### config.mk
export PLATFORM = sky130hd
export DESIGN_NAME = seg7_scan_ctrl_flat
export DESIGN_NICKNAME = d
export VERILOG_FILES = /design/src/rtl/seg7_pkg.sv /design/src/rtl/seg7_scan_ctrl_if.sv /design/src/rtl/hex_to_seg7.sv /design/src/rtl/seg7_scan_ctrl.sv /design/src/flat_wrapper.sv
export SDC_FILE = /design/constraint.sdc
export NUM_CORES = 1
export LEC_CHECK = 0
export BUFFER_PORTS_ARGS = -buffer_cell sky130_fd_sc_hd__buf_2
export CAP_MARGIN = 20
export CORE_MARGIN = 2
export CORE_UTILIZATION = 52
export DETAILED_ROUTE_END_ITERATION = 7
export HOLD_SLACK_MARGIN = 0.02
export PLACE_DENSITY = 0.76
export SLEW_MARGIN = 20
export SYNTH_ARGS = -nofsm -noshare
export SYNTH_HDL_FRONTEND = slang
export SYNTH_SLANG_ARGS = --single-unit
### constraint.sdc
create_clock -name clk -period 2.8 [get_ports clk]
set_input_delay 0.56 -clock clk [delete_from_list [all_inputs] [get_ports clk]]
set_output_delay 0.56 -clock clk [all_outputs]
set_load 0.005 [all_outputs]
### src/rtl/seg7_pkg.sv
// Shared constants, state encoding and helpers for the 4-digit 7-segment scan controller.
package seg7_pkg;

  localparam logic [7:0] SEG_BLANK = 8'hFF;
  localparam logic [7:0] DIG_NONE  = 8'h00;

  // Active-low segment patterns, entry n at bits [8n+7:8n]; bit7 (DP) is off in every entry.
  localparam logic [15:0][7:0] SEG_TABLE = {
    8'h8E, 8'h86, 8'hA1, 8'hC6, 8'h83, 8'h88, 8'h90, 8'h80,
    8'hF8, 8'h82, 8'h92, 8'h99, 8'hB0, 8'hA4, 8'hF9, 8'hC0
  };

  typedef enum logic [2:0] {
    ST_IDLE    = 3'd0,
    ST_LOAD    = 3'd1,
    ST_START   = 3'd2,
    ST_WAIT_HI = 3'd3,
    ST_WAIT_LO = 3'd4,
    ST_NEXT    = 3'd5
  } scanState_e;

  // Index of the most-significant nonzero nibble; an all-zero value reports digit 0.
  function automatic logic [1:0] topNibble(input logic [15:0] v);
    logic [1:0] idx;
    idx = 2'd0;
    for (int i = 1; i < 4; i++) begin
      if (v[i*4 +: 4] != 4'h0) idx = 2'(i);
    end
    return idx;
  endfunction

endpackage

### src/rtl/seg7_scan_ctrl_if.sv
// Bundle between the scan controller, the application registers and the 74HC595 driver.
interface seg7_scan_ctrl_if;

  logic        en_i;
  logic [15:0] value_i;
  logic [3:0]  dp_i;
  logic        drv_busy_i;
  logic [15:0] drv_data_o;
  logic        drv_start_o;
  logic [1:0]  digit_idx_o;
  logic        frame_done_o;

  modport master (
    input  en_i, value_i, dp_i, drv_busy_i,
    output drv_data_o, drv_start_o, digit_idx_o, frame_done_o
  );

  modport slave (
    output en_i, value_i, dp_i, drv_busy_i,
    input  drv_data_o, drv_start_o, digit_idx_o, frame_done_o
  );

endinterface

### src/rtl/hex_to_seg7.sv
// Combinational hex nibble to active-low segment decoder; a lit decimal point clears bit7.
module hex_to_seg7
  import seg7_pkg::*;
(
  input  logic [3:0] nibble_i,
  input  logic       dp_i,
  output logic [7:0] seg_o
);

  always_comb begin
    seg_o = SEG_TABLE[nibble_i];
    if (dp_i) seg_o[7] = 1'b0;
  end

endmodule

### src/rtl/seg7_scan_ctrl.sv
// Time-multiplexed scan of a 16-bit hex value over four digits, one frame per slot to the 595 driver.
// Optional build macro LEADING_ZERO_BLANK_EN blanks digits above the most-significant nonzero nibble.
module seg7_scan_ctrl
  import seg7_pkg::*;
#(
  parameter int REFRESH_DIV = 50000,
  parameter int NUM_DIGITS  = 4
) (
  input  logic             clk,
  input  logic             rst_n,
  seg7_scan_ctrl_if.master bus
);

  localparam logic [19:0] PresMax   = 20'(REFRESH_DIV - 1);
  localparam logic [1:0]  LastDigit = 2'(NUM_DIGITS - 1);

  scanState_e  state_q;
  logic [19:0] prescaler_q, prescaler_d;
  logic        slotTick;
  logic        tickPend_q;
  logic        blankXfer_q;
  logic        lit_q;
  logic [1:0]  waitCnt_q;
  logic [1:0]  digitIdx_q;
  logic [15:0] snapValue_q;
  logic [3:0]  snapDp_q;
  logic [15:0] drvData_q;
  logic        drvStart_q;
  logic        frameDone_q;

  logic [15:0] srcValue;
  logic [3:0]  srcDp;
  logic [3:0]  nibble;
  logic        digitDp;
  logic        blankDigit;
  logic [7:0]  decSeg;
  logic [7:0]  frameSeg;
  logic [7:0]  frameDig;

  always_comb begin
    slotTick    = bus.en_i && (prescaler_q == PresMax);
    prescaler_d = prescaler_q + 20'd1;
    if (!bus.en_i || slotTick) prescaler_d = 20'd0;
  end

  // Digit 0 decodes straight from the live inputs because the snapshot is taken in that same LOAD.
  always_comb begin
    srcValue = (digitIdx_q == 2'd0) ? bus.value_i : snapValue_q;
    srcDp    = (digitIdx_q == 2'd0) ? bus.dp_i    : snapDp_q;
    nibble   = srcValue[{digitIdx_q, 2'b00} +: 4];
    digitDp  = srcDp[digitIdx_q];
`ifdef LEADING_ZERO_BLANK_EN
    blankDigit = (digitIdx_q > topNibble(srcValue)) && !digitDp;
`else
    blankDigit = 1'b0;
`endif
    frameSeg = blankDigit ? SEG_BLANK : decSeg;
    frameDig = 8'h01 << digitIdx_q;
  end

  hex_to_seg7 u_dec (
    .nibble_i (nibble),
    .dp_i     (digitDp),
    .seg_o    (decSeg)
  );

  // lit_q remembers that a digit is on the display, so disabling sends exactly one blank frame.
  always_ff @(posedge clk or negedge rst_n) begin
    if (!rst_n) begin
      state_q     <= ST_IDLE;
      prescaler_q <= 20'd0;
      tickPend_q  <= 1'b0;
      blankXfer_q <= 1'b0;
      lit_q       <= 1'b0;
      waitCnt_q   <= 2'd0;
      digitIdx_q  <= 2'd0;
      snapValue_q <= 16'h0000;
      snapDp_q    <= 4'h0;
      drvData_q   <= 16'h0000;
      drvStart_q  <= 1'b0;
      frameDone_q <= 1'b0;
    end else begin
      prescaler_q <= prescaler_d;
      drvStart_q  <= 1'b0;
      frameDone_q <= 1'b0;
      if (!bus.en_i)    tickPend_q <= 1'b0;
      else if (slotTick) tickPend_q <= 1'b1;

      case (state_q)
        ST_IDLE: begin
          if (!bus.en_i && lit_q) begin
            blankXfer_q <= 1'b1;
            state_q     <= ST_LOAD;
          end else if (bus.en_i && tickPend_q) begin
            blankXfer_q <= 1'b0;
            tickPend_q  <= 1'b0;
            state_q     <= ST_LOAD;
          end
        end
        ST_LOAD: begin
          if (blankXfer_q) begin
            drvData_q <= {SEG_BLANK, DIG_NONE};
            lit_q     <= 1'b0;
          end else begin
            drvData_q <= {frameSeg, frameDig};
            lit_q     <= 1'b1;
            if (digitIdx_q == 2'd0) begin
              snapValue_q <= bus.value_i;
              snapDp_q    <= bus.dp_i;
            end
          end
          drvStart_q <= 1'b1;
          state_q    <= ST_START;
        end
        ST_START: begin
          waitCnt_q <= 2'd0;
          state_q   <= ST_WAIT_HI;
        end
        ST_WAIT_HI: begin
          if (bus.drv_busy_i || waitCnt_q == 2'd3) state_q <= ST_WAIT_LO;
          else waitCnt_q <= waitCnt_q + 2'd1;
        end
        ST_WAIT_LO: begin
          if (!bus.drv_busy_i) state_q <= ST_NEXT;
        end
        ST_NEXT: begin
          if (!blankXfer_q && digitIdx_q == LastDigit) frameDone_q <= 1'b1;
          if (blankXfer_q || !bus.en_i) digitIdx_q <= 2'd0;
          else digitIdx_q <= digitIdx_q + 2'd1;
          state_q <= ST_IDLE;
        end
        default: state_q <= ST_IDLE;
      endcase
    end
  end

  assign bus.drv_data_o   = drvData_q;
  assign bus.drv_start_o  = drvStart_q;
  assign bus.digit_idx_o  = digitIdx_q;
  assign bus.frame_done_o = frameDone_q;

endmodule

### src/flat_wrapper.sv
// flat-port wrapper written by rule: the top's interface ports become plain ports
module seg7_scan_ctrl_flat import seg7_pkg::*;
#(
  parameter int REFRESH_DIV = 50000,
  parameter int NUM_DIGITS  = 4
)
  (clk, rst_n, bus_en_i, bus_value_i, bus_dp_i, bus_drv_busy_i, bus_drv_data_o, bus_drv_start_o, bus_digit_idx_o, bus_frame_done_o);
  seg7_scan_ctrl_if bus_i ();
  input  logic clk;
  input  logic rst_n;
  input wire logic [$bits(bus_i.en_i)-1:0] bus_en_i;
  input wire logic [$bits(bus_i.value_i)-1:0] bus_value_i;
  input wire logic [$bits(bus_i.dp_i)-1:0] bus_dp_i;
  input wire logic [$bits(bus_i.drv_busy_i)-1:0] bus_drv_busy_i;
  output wire logic [$bits(bus_i.drv_data_o)-1:0] bus_drv_data_o;
  output wire logic [$bits(bus_i.drv_start_o)-1:0] bus_drv_start_o;
  output wire logic [$bits(bus_i.digit_idx_o)-1:0] bus_digit_idx_o;
  output wire logic [$bits(bus_i.frame_done_o)-1:0] bus_frame_done_o;
  assign bus_i.en_i = bus_en_i;
  assign bus_i.value_i = bus_value_i;
  assign bus_i.dp_i = bus_dp_i;
  assign bus_i.drv_busy_i = bus_drv_busy_i;
  assign bus_drv_data_o = bus_i.drv_data_o;
  assign bus_drv_start_o = bus_i.drv_start_o;
  assign bus_digit_idx_o = bus_i.digit_idx_o;
  assign bus_frame_done_o = bus_i.frame_done_o;
  seg7_scan_ctrl #(.REFRESH_DIV(REFRESH_DIV), .NUM_DIGITS(NUM_DIGITS)) u_core (.clk(clk), .rst_n(rst_n), .bus(bus_i));
endmodule
==> impl_metrics.ini, run 1 <==
[synthesis]
syn_inst = 302
synth-edff-count = 0
netlist_area_sq_um = 3360
synthArstFlopShare_pct = 100
seq_area_frac_synth_pct = 47.6
yosys_warnings = 0
postSynthAreaPerCell_sq_um = 11.1
synthDistinctLibCells = 51
synth_ff_type = dfrtp_1
ys_ff_latch = 64

[setup_path]
crit_path_end_kind = register
cp_max_fo = 8
arrival_ps = 2780
critical_path.startpoint_type = register
required_ps = 3020
critPathKind = reg -> reg

[timing]
final_hold_viol_count = 0
min_period_ps = 2560
fmax_mhz = 390
rsz0062_at_grt = false
maxSlewViolCount = 0
holdWs_ps = 242
slew_headroom_pct = 57.4
setup_slack_ps = 237
clock-skew-final_ps = 9.31
finalSetupTns_ps = 0
worst_pin_slew_ps = 640
timing.final.crit_share_pct = 91.5
setup_viol = 0

[floorplan]
core_area_sq_um = 6310
die_h_um = 84.4
die_w_um = 84.4
start_util_pct = 53.3
io_pins = 44
core.rowCount = 29
dieArea_sq_um = 7120

[cells_and_area]
drive_gt1_share_pct = 28.7
final_cell_mix = dfrtp_1 (64), nor2_1 (40), buf_2 (39)
area_growth_pct = 14.6
nNetsFinal = 386
n_antenna_cell = 0
final_common_cell = dfrtp_1
finish.utilization_pct = 61.0

[clocking]
ctsHtreeMaxLevel = 3
clockBufferDepth = 2
post_cts_buffers = 0
cts_buffers = 9
clk_pin_slew_worst_paths_ps = 70
worstSkewPairLatency_ps = 330
clock-root-buffer = clkbuf_8
cts_sinks = 64
cts-hold-fix-buffers = 0
cts_tree = done

[power_and_ir_drop]
combPwrFrac_pct = 38.9
swShare_pct = 34.8
netSwitchingPower_uw = 1060
pwr-share-seq_pct = 35.1
vdd_drop_max_uv = 492
p_clk_share_pct = 26.0
leakagePower_uw = 0.00176
p_int_uw = 1990
power_density_nw_per_um2 = 792

[drt]
drc = 0
wl_mm = 6.18
first_pass_iters = 4
ant_nets = 0
vias = 2322
viasPerCell = 5.38
dr.first_iter.drc_count = 162
wl_per_cell_um = 14.3

[grt]
grt_pass1_wl_mm = 10.5
antenna_found_initial = 0
first_global_vias = 2276
track_usage_pct = 18.4
overflow = 0
grt_max_degree = 39

[hold_path]
min_path_type = in -> async

[place]
place_ws_ps = 104
numPortBuffers = 39
dpl.hpwl_mm = 4.48
place_congestion = 0.743

[outcome]
outcome = finished clean

[run]
max-cap-violations = 0
[layer usage]
layer  share of wire [%]  up-vias  GRT usage, %
li1                    -     1146             -
met1                  49     1125          25.6
met2                  46       42          27.9
met3                 3.8        9          4.33
met4                 1.3        0          7.65
met5                   0        -             0
[worst max-delay path, cell delays in order (launching register included)]
cell and delay (ps):
dfrtp_1 370, inv_1 80, ha_2 320, mux4_2 520, mux2_2 330, inv_1 160
ha_1 270, mux2i_1 170, o221ai_2 120, o21a_1 110
[worst paths after layout]
check	startpoint	slack (ps)	endpoint	cells past startpoint
worst max-delay path	u_core.bus.digit_idx_o[0]	240	u_core.bus.drv_data_o[9]	9
min in group clk	bus_drv_busy_i	450	u_core.state_q[0]	2
worst min-delay path	rst_n	240	u_core.prescaler_q[19]	1
max in group asynchronous	rst_n	1930	u_core.snapValue_q[4]	2
worst min register to register	u_core.prescaler_q[0]	470	u_core.prescaler_q[0]	1
worst max register to register	u_core.bus.digit_idx_o[0]	240	u_core.bus.drv_data_o[9]	9
[cell type report]
type | count | area (sq um)
fill | 549 | 2460
multi-input combinational | 214 | 1620
sequential | 64 | 1600
timing repair buffer | 50 | 290
clock buffer | 10 | 138
tap | 77 | 96.3
clock inverter | 6 | 67.6
inverter | 11 | 42.5
[cells in the mapped netlist (3+ instances only)]
cell	n	area [sq um]
buf_2	4	20.0
nor2_1	40	150
nand4_1	4	25.0
and3_1	4	25.0
mux2i_1	11	110
mux2_2	17	191
xor2_1	13	114
nand2b_1	3	18.8
dfrtp_1	64	1600
nand3b_1	4	30.0
clkbuf_1	4	15.0
nor3_1	3	15.0
o21ai_0	9	45.0
nand3_1	7	35.0
nand2_1	24	90.1
mux4_2	9	203
buf_4	5	37.5
a21oi_1	10	50.1
xnor2_1	6	52.6
ha_1	12	150
inv_1	10	37.5
[power groups by stage]
stage          Combinational (uW)  Clock [uW]  Sequential, uW
2_1_floorplan                 914           0            1080
3_3_place_gp                 1140           0            1080
3_5_place_dp                 1180           0            1090
4_1_cts                      1190         815            1070
5_1_grt                      1320         857            1080
6_report                     1190         794            1070
[cell families (layout without fill, tap and decap cells)]
family          count (synthesis)  in the layout  synth area share (%)
flops                          64             64                  47.6
compound gates                 33             33                  6.14
xor+xnor                       19             19                  4.95
buf+inv                        27             77                  4.65
mux                            40             40                  16.4
simple gates                  106            106                  15.6
other cells                     1              4                 0.112
fa+ha+maj                      12             12                  4.47
[registers in the layout (all words and copies together) (netlist names), 2 cells and up]
name	count
u_core.bus.digit_idx_o	2
u_core.snapDp_q	4
u_core.state_q	3
u_core.waitCnt_q	2
u_core.snapValue_q	16
u_core.bus.drv_data_o	12
u_core.prescaler_q	20
[through the flow]
| step | instances | power [uW] | instance area (sq um) |
|---|---|---|---|
| 2_1_floorplan | 305 | 2000 | 3370 |
| 3_3_place_gp | 416 | 2220 | 3650 |
| 3_5_place_dp | 416 | 2260 | 3650 |
| 4_1_cts | 432 | 3070 | 3850 |
| 5_1_grt | 432 | 3250 | 3850 |
| 6_report | 432 | 3050 | 3850 |
[what timing repair did]
| item | in CTS | in global routing |
|---|---|---|
| endpoints found under the hold margin | 0 | 0 |
| gates resized for setup | 0 | 1 |
| endpoints found under the setup margin | 0 | 5 |
(Power assumes the default switching activity.)
==> inputs of run 2 (changes only) <==
--- a/config.mk
+++ b/config.mk
@@ -7,6 +7,7 @@
 export LEC_CHECK = 0
 export BUFFER_PORTS_ARGS = -buffer_cell sky130_fd_sc_hd__buf_2
 export CAP_MARGIN = 20
+export CORE_ASPECT_RATIO = 0.75
 export CORE_MARGIN = 2
 export CORE_UTILIZATION = 52
 export DETAILED_ROUTE_END_ITERATION = 7
==> run 2 against run 1 <==
Combinational power about the same. Critical path depth up 1. Global-route usage grew 0.37 points. Critical endpoint unchanged. Sequential share of layout area is 0.20 points lower. Worst hold slack lost 13 ps. Largest power group unchanged. Register-to-register slack worse by 80 ps. Worst setup slack got worse by 81 ps. Via count is 0.56% lower.
==> impl_metrics.ini, run 2 (synthesis gave the netlist of run 1 again) <==
[floorplan]
dieArea_sq_um = 7130
die_h_um = 73.6
io_pins = 44
start_util_pct = 53.5
core_area_sq_um = 6290
core.rowCount = 25
die_w_um = 96.8

[timing]
min_period_ps = 2640
worst_pin_slew_ps = 653
fmax_mhz = 378
finalSetupTns_ps = 0
clock-skew-final_ps = 7.91
setup_viol = 0
maxSlewViolCount = 0
timing.final.crit_share_pct = 94.4
slew_headroom_pct = 56.0
rsz0062_at_grt = false
final_hold_viol_count = 0

[setup_path]
required_ps = 3020
critPathKind = reg -> reg
crit_end = u_core.bus.drv_data_o[9]
rr_endpoint = u_core.bus.drv_data_o[9]
critPathBufInv = 3
critical_path.startpoint_type = register
cp_max_fo = 10
crit_path_start = u_core.bus.digit_idx_o[0]
arrival_ps = 2870
crit_family = multiplexers
reg2reg_from = u_core.bus.digit_idx_o[0]
cp_cell_sequence = inv_1 -> ha_1 -> buf_6 -> mux4_2 -> mux2_2 -> inv_1 -> ha_1 -> mux2i_2 -> o221ai_2 -> o21a_1
r2r_slack_ps = 160
crit_cells = 10
crit_path_end_kind = register
critPathSlowestCell = mux4_2
reg2reg_depth = 10
critPathMaxStageDelay_ps = 510

[run]
max-cap-violations = 0

[clocking]
clock-root-buffer = clkbuf_8
ctsHtreeMaxLevel = 3
cts-hold-fix-buffers = 0
cts_buffers = 9
cts_resized = 0
cts_sinks = 64
clockBufferDepth = 2
post_cts_buffers = 0
worstSkewPairLatency_ps = 330
clk_pin_slew_worst_paths_ps = 70
cts_tree = done

[cells_and_area]
final_common_cell = dfrtp_1
n_antenna_cell = 0
nNetsFinal = 385
num-fill-cells = 513
final-seq-area_sq_um = 1600
area_growth_pct = 15.2
largest_reg_flops = 20
multi_input_area_sq_um = 1620
drive_gt1_share_pct = 28.2
fin_area_sq_um = 3870
top_register = u_core.prescaler_q
final_cell_mix = dfrtp_1 (64), nor2_1 (40), buf_2 (39)

[place]
numPortBuffers = 39
dpl.hpwl_mm = 4.38
place_congestion = 0.852
place_area_sq_um = 3640

[drt]
wl_mm = 6.19
viasPerCell = 5.31
wl_per_cell_um = 14.2
vias = 2309
ant_nets = 0
first_pass_iters = 4
dr.first_iter.drc_count = 97
drc = 0

[grt]
overflow = 0
grt_pass1_wl_mm = 10.5
grt_max_degree = 65
track_usage_pct = 18.7
antenna_found_initial = 0
first_global_vias = 2165

[power_and_ir_drop]
vdd_drop_max_uv = 548
leakagePower_uw = 0.00176
power_density_nw_per_um2 = 814

[hold_path]
min_path_type = in -> async

[outcome]
outcome = finished clean
[run 2: worst min path at each step]
stage | from | slack (ps) | cells after the start | to
5_1_grt | rst_n | 270 | 2 | u_core.snapDp_q[2]
3_5_place_dp | u_core.prescaler_q[0] | 470 | 1 | u_core.prescaler_q[0]
6_report | rst_n | 230 | 2 | u_core.waitCnt_q[1]
4_1_cts | rst_n | 240 | 2 | u_core.prescaler_q[19]
3_3_place_gp | u_core.prescaler_q[0] | 460 | 1 | u_core.prescaler_q[0]
2_1_floorplan | rst_n | 260 | 0 | u_core.blankXfer_q
[run 2: where the power goes]
group,leakage [uW],switching (uW),internal [uW]
clock network,0.000106,351,524
logic,0.000881,657,554
registers,0.000775,65.0,999
total,0.00176,1070,2080
[run 2: final cells by class]
type	count	share of cell area, %
Multi-Input combinational cell	214	41.8
Sequential cell	64	41.4
Timing Repair Buffer	49	7.40
Clock buffer	11	3.65
Tap cell	81	2.62
Clock inverter	5	2.07
Inverter	11	1.10
[run 2: routing by layer]
metal	part of all wire (%)	global-route usage (%)	up-vias
met5	0	0	-
met4	0.87	6.10	0
met3	4.4	4.85	6
met2	44	26.5	45
met1	51	28.2	1120
li1	-	-	1138
[run 2: per-stage QoR]
| step | power, uW | hold WS (ps) | cells | worst slack (ps) | utilization (%) |
|---|---|---|---|---|---|
| global placement | 2220 | 455 | 419 | 236 | 58.0 |
| floorplan | 2000 | 264 | 305 | 92.0 | - |
| global route | 3350 | 274 | 435 | 18.9 | 61.6 |
| finish | 3150 | 229 | 435 | 157 | 61.6 |
| CTS | 3130 | 241 | 435 | 152 | 61.5 |
| detailed placement | 2250 | 469 | 419 | 161 | 58.0 |
==> inputs of run 3 (changes only) <==
--- a/config.mk
+++ b/config.mk
@@ -5,11 +5,12 @@
 export SDC_FILE = /design/constraint.sdc
 export NUM_CORES = 1
 export LEC_CHECK = 0
+export ABC_AREA = 1
 export BUFFER_PORTS_ARGS = -buffer_cell sky130_fd_sc_hd__buf_2
 export CAP_MARGIN = 20
 export CORE_ASPECT_RATIO = 0.75
 export CORE_MARGIN = 2
-export CORE_UTILIZATION = 52
+export CORE_UTILIZATION = 53
 export DETAILED_ROUTE_END_ITERATION = 7
 export HOLD_SLACK_MARGIN = 0.02
 export PLACE_DENSITY = 0.76
==> run 3 against run 2 <==
Wire length rose by 40%. Sequential power up 27%. Cell area increased by 8.1%. Global-route usage is 5.7 points higher. Largest power group unchanged. First-iteration DRC count increased to 3.8 times the previous value. Flip-flop and latch count did not move. Non-clock buffer count fell by 1. Combinational power is 80% higher. Register-to-register slack better by 200 ps. Maximum frequency grew 8.1%. Largest cell class unchanged. Final cell count up 40%. Total power rose by 37%.
==> impl_metrics.ini, run 3 <==
[setup_path]
critPathMaxStageDelay_ps = 450
critPathKind = reg -> reg
arrival_ps = 2690
required_ps = 3040
crit_family = simple AND/OR/NAND/NOR gates
critical_path.startpoint_type = register
crit_top_cell = nand2_1
cp_cell_sequence = inv_1 -> ha_1 -> inv_4 -> nand2_1 -> nand2_1 -> nand2_1 -> nand2_1 -> nand2_1 -> nand2_1 -> ha_1 -> inv_1 -> nand3_1 -> nand2_1 -> nor2_1 -> nor2_1 -> nor2_1
crit_path_end_kind = register
critPathSlowestCell = ha_1
critPathBufInv = 3
cp_max_fo = 19

[synthesis]
netlist_area_sq_um = 3750
synth.largest_area_cell = dfrtp_1
synth_area_leaders = dfrtp_1 (43%), nand2_1 (12%), nand3_1 (6.8%)
synth-edff-count = 0
yosysMostFrequentCell = nand2_1
ys_ff_latch = 64
synth_ff_type = dfrtp_1
synth_top_area_share_pct = 42.7
synthDistinctLibCells = 45
yosys_warnings = 0
seq_area_frac_synth_pct = 42.7
syn_inst = 477
synth_commonest_cells = nand2_1 (120), dfrtp_1 (64), nand3_1 (51)
synthArstFlopShare_pct = 100
postSynthAreaPerCell_sq_um = 7.87

[drt]
first_pass_iters = 5
ant_nets = 0
wl_per_cell_um = 14.2
wl_mm = 8.65
dr.first_iter.drc_count = 373
vias = 3251
drc = 0
viasPerCell = 5.35

[grt]
antenna_found_initial = 0
track_usage_pct = 24.5
overflow = 0
grt_max_degree = 65
grt_pass1_wl_mm = 14.9
first_global_vias = 3043

[power_and_ir_drop]
vdd_drop_max_uv = 481
total_power_uw = 4310
leakagePower_uw = 0.00205
power_density_nw_per_um2 = 1030

[cells_and_area]
n_antenna_cell = 0
final_cell_mix = nand2_1 (120), dfrtp_1 (64), nand3_1 (51)
area_growth_pct = 11.6
nNetsFinal = 556
finish.utilization_pct = 61.3
final_common_cell = nand2_1
top_register = u_core.prescaler_q
drive_gt1_share_pct = 18.1
largest_reg_flops = 20

[run]
max-cap-violations = 0

[place]
numPortBuffers = 39
dpl.hpwl_mm = 6.16
place_ws_ps = 423
place_congestion = 0.941

[clocking]
clockBufferDepth = 2
cts-hold-fix-buffers = 0
cts_buffers = 9
cts_resized = 0
clock-root-buffer = clkbuf_8
cts_sinks = 64
clk_pin_slew_worst_paths_ps = 70
ctsHtreeMaxLevel = 3
post_cts_buffers = 0
worstSkewPairLatency_ps = 350
cts_tree = done

[timing]
setup_slack_ps = 355
slew_headroom_pct = 66.8
maxSlewViolCount = 0
clock-skew-final_ps = 6.93
final_hold_viol_count = 0
setup_viol = 0
fmax_mhz = 409
holdWs_ps = 217
worst_pin_slew_ps = 494
rsz0062_at_grt = false
finalSetupTns_ps = 0
min_period_ps = 2450
timing.final.crit_share_pct = 87.3

[floorplan]
core.rowCount = 26
start_util_pct = 54.9
die_w_um = 101
die_h_um = 76.9
dieArea_sq_um = 7780
core_area_sq_um = 6830
io_pins = 44

[hold_path]
min_path_type = in -> async

[outcome]
outcome = finished clean
-- run 3: cell types whose count changed in the layout (fill, tap and decap cells not counted), moves of 6 or more --
cell     before  now
nand2_1      24  120
a31oi_1       2    8
nor3_1        3   10
o21ai_1       1    7
xor2_1       13    4
nand3_1       7   51
or2_2         1    7
mux4_2        9    0
mux2i_1      10    3
inv_1        10   49
mux2_2       17    0
o21ai_0       9   20
-- run 3: per-layer routing --
layer	track usage [%]	share of wire, %	up-vias	wire [um]
li1	-	-	1622	-
met1	37.6	50	1477	4350
met2	32.7	40	140	3470
met3	8.30	8.3	12	717
met4	6.35	1.4	0	119
met5	0	0	-	0
-- run 3: power breakdown --
| group | internal (uW) | switching [uW] |
|---|---|---|
| registers | 1200 | 151 |
| logic | 765 | 1410 |
| clock network | 426 | 349 |
| total | 2400 | 1910 |
-- run 3: final cells by class --
cell class / instances / area (sq um)
fillers: 603 / 2640
multi-input cells: 344 / 1820
flip-flops and latches: 64 / 1600
repair buffers: 48 / 275
inverters: 53 / 201
clock buffers: 11 / 141
well taps: 84 / 105
clock inverters: 4 / 45.0
-- run 3: cell families after synthesis --
family,synth area share (%)
simple gates,33.8
flops,42.7
fa+ha+maj,4.00
buf+inv,9.20
compound gates,7.60
other cells,0.0999
xor+xnor,1.87
mux,0.800
-- run 3: through the flow --
step	instances	area [sq um]
floorplan	480	3760
global placement	593	4000
detailed placement	593	4000
CTS	608	4190
global route	608	4190
finish	608	4190
-- run 3: worst paths after layout --
path                                                start                       end  slack [ps]  cells past startpoint
worst max-delay path            u_core.bus.digit_idx_o[0]  u_core.bus.drv_data_o[8]         350                     16
min in group clk                      u_core.waitCnt_q[0]       u_core.waitCnt_q[0]         490                      1
worst min-delay path                                rst_n    u_core.prescaler_q[10]         220                      2
worst min register to register        u_core.waitCnt_q[0]       u_core.waitCnt_q[0]         490                      1
worst max register to register  u_core.bus.digit_idx_o[0]  u_core.bus.drv_data_o[8]         350                     16
max in group asynchronous                           rst_n    u_core.prescaler_q[14]        2300                      2
